$ cat src/rtl/m_serial_adder.sv
// Digit-serial adder/subtractor: DIGIT bits of A+/-B per clock, one carry register between digits.
// Latency: accept at edge k, w_valid pulses in the cycle after edge k+N (N=WIDTH/DIGIT); one op per N+1 cycles.
// Backpressure: w_ready is low during RUN and w_start is ignored there. Optional w_ovf output via `SERIAL_ADDER_OVF_EN.
module m_serial_adder #(
    parameter int WIDTH = 32,
    parameter int DIGIT = 4
) (
    input  logic             w_clk,
    input  logic             w_rst,
    input  logic             w_start,
    output logic             w_ready,
    input  logic [WIDTH-1:0] w_a,
    input  logic [WIDTH-1:0] w_b,
    input  logic             w_cin,
    input  logic             w_sub,
    output logic [WIDTH-1:0] w_s,
    output logic             w_cout,
`ifdef SERIAL_ADDER_OVF_EN
    output logic             w_ovf,
`endif
    output logic             w_valid
);

    localparam int N  = WIDTH / DIGIT;
    localparam int CW = (N > 1) ? $clog2(N) : 1;

    typedef enum logic [1:0] {
        IDLE = 2'd0,
        RUN  = 2'd1,
        DONE = 2'd2
    } state_t;

    state_t            state_q, state_d;
    logic [WIDTH-1:0]  a_q, b_q, s_q;
    logic              carry_q, cout_q;
    logic [CW-1:0]     cnt_q;
    logic [31:0]       base;
    logic [DIGIT-1:0]  a_dig, b_dig, sum_d;
    logic              c_out;
    logic              accept, last;
`ifdef SERIAL_ADDER_OVF_EN
    logic              c_msb;
    logic              ovf_q;
`endif

    assign w_ready = (state_q != RUN);
    assign w_valid = (state_q == DONE);
    assign accept  = w_ready && w_start;
    assign last    = (cnt_q == CW'(N - 1));
    assign base    = 32'(cnt_q) * 32'(DIGIT);
    assign a_dig   = a_q[base +: DIGIT];
    assign b_dig   = b_q[base +: DIGIT];
    assign w_s     = s_q;
    assign w_cout  = cout_q;
`ifdef SERIAL_ADDER_OVF_EN
    assign w_ovf   = ovf_q;
`endif

    // DIGIT-wide ripple; the carry into the top bit is kept for the signed overflow flag
    always_comb begin
        logic c;
        c     = carry_q;
        sum_d = '0;
`ifdef SERIAL_ADDER_OVF_EN
        c_msb = 1'b0;
`endif
        for (int i = 0; i < DIGIT; i++) begin
`ifdef SERIAL_ADDER_OVF_EN
            c_msb = c;
`endif
            sum_d[i] = a_dig[i] ^ b_dig[i] ^ c;
            c        = (a_dig[i] & b_dig[i]) | (c & (a_dig[i] ^ b_dig[i]));
        end
        c_out = c;
    end

    always_ff @(posedge w_clk or posedge w_rst) begin
        if (w_rst) begin
            state_q <= IDLE;
        end else begin
            state_q <= state_d;
        end
    end

    always_comb begin
        state_d = state_q;
        case (state_q)
            IDLE:    if (w_start) state_d = RUN;
            RUN:     if (last) state_d = DONE;
            DONE:    state_d = w_start ? RUN : IDLE;
            default: state_d = IDLE;
        endcase
    end

    // Subtraction is A + ~B + ~borrow, so the final carry reads as "no borrow"
    always_ff @(posedge w_clk or posedge w_rst) begin
        if (w_rst) begin
            a_q     <= '0;
            b_q     <= '0;
            s_q     <= '0;
            carry_q <= 1'b0;
            cout_q  <= 1'b0;
            cnt_q   <= '0;
`ifdef SERIAL_ADDER_OVF_EN
            ovf_q   <= 1'b0;
`endif
        end else if (accept) begin
            a_q     <= w_a;
            b_q     <= w_sub ? ~w_b : w_b;
            carry_q <= w_cin ^ w_sub;
            cnt_q   <= '0;
        end else if (state_q == RUN) begin
            s_q[base +: DIGIT] <= sum_d;
            carry_q            <= c_out;
            if (last) begin
                cnt_q  <= '0;
                cout_q <= c_out;
`ifdef SERIAL_ADDER_OVF_EN
                ovf_q  <= c_out ^ c_msb;
`endif
            end else begin
                cnt_q <= cnt_q + CW'(1);
            end
        end
    end

endmodule
$ cat config.mk
export PLATFORM = sky130hd
export DESIGN_NAME = m_serial_adder
export DESIGN_NICKNAME = d
export VERILOG_FILES = /design/src/rtl/m_serial_adder.sv
export SDC_FILE = /design/constraint.sdc
export NUM_CORES = 1
export LEC_CHECK = 0
export CAP_MARGIN = 5
export CORE_ASPECT_RATIO = 1.2
export CORE_MARGIN = 3
export CORE_UTILIZATION = 46
export CTS_CLUSTER_DIAMETER = 100
export DETAILED_ROUTE_END_ITERATION = 10
export GPL_ROUTABILITY_DRIVEN = 1
export PLACE_DENSITY = 0.84
export REMOVE_ABC_BUFFERS = 1
export SLEW_MARGIN = 15
export SYNTH_ARGS = -nofsm -noshare
export SYNTH_HDL_FRONTEND = slang
export SYNTH_SLANG_ARGS = --single-unit
$ cat constraint.sdc
create_clock -name w_clk -period 4.2 [get_ports w_clk]
set_input_delay 0.84 -clock w_clk [delete_from_list [all_inputs] [get_ports w_clk]]
set_output_delay 0.84 -clock w_clk [all_outputs]
set_load 0.1 [all_outputs]
==> flow_summary.json <==
{
  "path_cells": "mux4_2, mux2i_1, fa_1, fa_1, inv_1, fa_1, fa_1, and3_1, mux2_2",
  "globalRouteTotalUtil": 0.1844,
  "cap_violations": 0,
  "cts_buffers": 9,
  "crit_path_start_kind": "flip-flop",
  "finalHoldViolations": 0,
  "gp_congestion": 0.8527,
  "ant_nets": 0,
  "fillers": 859,
  "yosys_warnings": 0,
  "powerDensity_nw_per_um2": 898.9,
  "ys.flop_type": "dfrtp_1",
  "slowest_stage": "dfrtp_2",
  "drive_above_1_share": 0.2196,
  "syn_area_sq_um": 5090,
  "clk_pin_slew_ps": 70,
  "ys_ff_latch": 103,
  "seq_area_frac_synth": 0.5064,
  "grt_max_degree": 64,
  "clkPwrFrac": 0.143,
  "setup_viol": 0,
  "worstMarginPinSlew_ps": 972.9,
  "gr-total-overflow": 0,
  "initial_utilization": 0.4770,
  "final_common_cell": "dfrtp_1",
  "syn_inst": 403,
  "die_x_um": 102.0,
  "status": "finished, final reports clean",
  "dpl_cell_area_sq_um": 6181,
  "final_max_slew_viol_count": 0,
  "area_growth_pct": 27.31,
  "io_buffers": 103,
  "yosys.area.top_type_share": 0.5064,
  "post-route-min-period_ps": 3505,
  "drcViolationCount": 0,
  "cts_root_buf": "clkbuf_16",
  "internal-power_mw": 3.135,
  "fmax_mhz": 285.3,
  "setup_tns_ps": 0,
  "rows": 41,
  "grt_pass1_vias": 3630,
  "finClkSkew_ps": 5.581,
  "p_leak_nw": 2.725,
  "final_area_sq_um": 6480,
  "antenna_cells": 0,
  "async_flop_share": 1.000,
  "final_cell_mix": "dfrtp_1, clkdlybuf4s50_1, o21ai_0",
  "critPathArrivalTime_ps": 3730,
  "irDropWorstVdd_uv": 443.3,
  "avgSynthCellArea_sq_um": 12.63,
  "fp.dieH_um": 121.2,
  "cts.hold.buffers_added": 0,
  "hold_ws_ps": 505.1,
  "viasPerCell": 5.435,
  "coreArea_sq_um": 10670,
  "clock_path_buffers": 2,
  "crit_path_max_incr_delay_ps": 600,
  "comb_power_share": 0.559,
  "first_pass_iters": 4,
  "placed_cells": 614,
  "cp.required_ps": 4430,
  "cts_tree": "built",
  "fin_nets": 576,
  "critPathCaptureType": "flip-flop",
  "vias": 3424,
  "rsz0062_at_grt": "no",
  "cts_setup_buffers": 0,
  "wl_mm": 10.89,
  "cp_max_fo": 12,
  "cts_htree_levels": 3,
  "io_pins": 104,
  "cts.sinks": 103,
  "sequentialPowerShare": 0.298,
  "place_hpwl_mm": 8.006,
  "synth_edf_count": 0,
  "synth.area.top_cells": "dfrtp_1, mux2_2, mux4_2, o21ai_0, xnor2_1",
  "hold_class": "flip-flop to flip-flop",
  "die-area_sq_um": 12370,
  "cpMostUsedCell": "fa_1",
  "power_mw": 5.825,
  "power_switching_mw": 2.690,
  "antenna_found_initial": 0,
  "cts_resized": 0,
  "wl_per_cell_um": 17.29,
  "synth.distinct_cells": 42,
  "min_period_over_period": 0.8346,
  "drt_iter0_markers": 198,
  "insertion_delay_ps": 340,
  "timing.slew.headroom": 0.3494,
  "setup.worst_path.class": "flip-flop to flip-flop",
  "synth_largest_area_cell": "dfrtp_1",
  "stdcell_count": 630,
  "grt_pass1_wl_mm": 17.71,
  "p_sw_frac": 0.4618
}
flip-flops by register name (all words and copies together), names as in the netlist:
name / cells
b_q: 32
w_cout: 1
w_s: 32
a_q: 32
state_q: 2
carry_q: 1
cnt_q: 3
power groups by stage:
stage / clock, mW / sequential [mW] / combinational (mW)
global placement: 0 / 1.73 / 3.16
global route: 0.879 / 1.80 / 3.49
detailed placement: 0 / 1.76 / 3.26
finish: 0.833 / 1.74 / 3.26
floorplan: 0 / 2.51 / 1.58
CTS: 0.847 / 1.74 / 3.26
logic make-up after synthesis:
group                    Yosys count  synth area share
AO/OA/AOI/OAI                     71           0.07350
adder cells (fa/ha/maj)           11           0.03294
flip-flops                       103            0.5064
XOR/XNOR                          33           0.05679
AND/OR/NAND/NOR                   61           0.07498
multiplexers                      84            0.2185
buffers and inverters             40           0.03687
final cells by class:
class	count	area (sq um)	share of cell area
multi-input combinational	260	2325	0.3588
sequential	103	2579	0.3980
inverter	14	55.05	0.008496
tap	129	161.4	0.02491
timing repair buffer	108	1061	0.1637
clock inverter	5	56.30	0.008689
clock buffer	11	242.7	0.03746
final timing paths:
kind	startpoint	endpoint	slack, ps	cells after the start
min in group asynchronous	w_rst	w_s[24]$_DFFE_PP0P_	1010	2
max in group asynchronous	w_rst	w_s[16]$_DFFE_PP0P_	2400	3
min	w_s[26]$_DFFE_PP0P_	w_s[26]$_DFFE_PP0P_	510	1
max	cnt_q[0]$_DFFE_PP0P_	w_s[7]$_DFFE_PP0P_	690	9
max reg2reg	cnt_q[0]$_DFFE_PP0P_	w_s[7]$_DFFE_PP0P_	690	9
min reg2reg	w_s[26]$_DFFE_PP0P_	w_s[26]$_DFFE_PP0P_	510	1
synthesized netlist by cell type, drive strengths merged, types with 3 or more instances:
cell / number
buf: 14
mux2i: 11
nor3: 4
o21ai: 65
nor2: 10
fa: 4
o31ai: 3
inv: 14
mux2: 57
nand4b: 3
xnor2: 32
and2: 3
nand2: 21
ha: 7
mux4: 16
clkbuf: 12
dfrtp: 103
per-stage QoR:
step	setup slack [ps]	util
floorplan	305.9	-
global placement	750.9	0.5793
detailed placement	681.6	0.5793
CTS	669.0	0.6073
global route	479.7	0.6073
finish	694.7	0.6073
routing by layer:
metal | global-route usage | part of all wire | up-vias
met5 | 0 | 0 | -
met4 | 0.06399 | 0.015 | 0
met3 | 0.02990 | 0.042 | 14
met2 | 0.3187 | 0.52 | 95
met1 | 0.2326 | 0.42 | 1705
li1 | - | - | 1610
worst max-delay path, delay by kind of cell (launching register included):
family | cells | cell delay [ps]
adder cells (fa/ha/maj) | 4 | 1470
buffers and inverters | 1 | 70
flip-flops | 1 | 600
multiplexers | 3 | 1010
AND/OR/NAND/NOR | 1 | 220
Note: power is estimated with default switching activity, not from simulation.
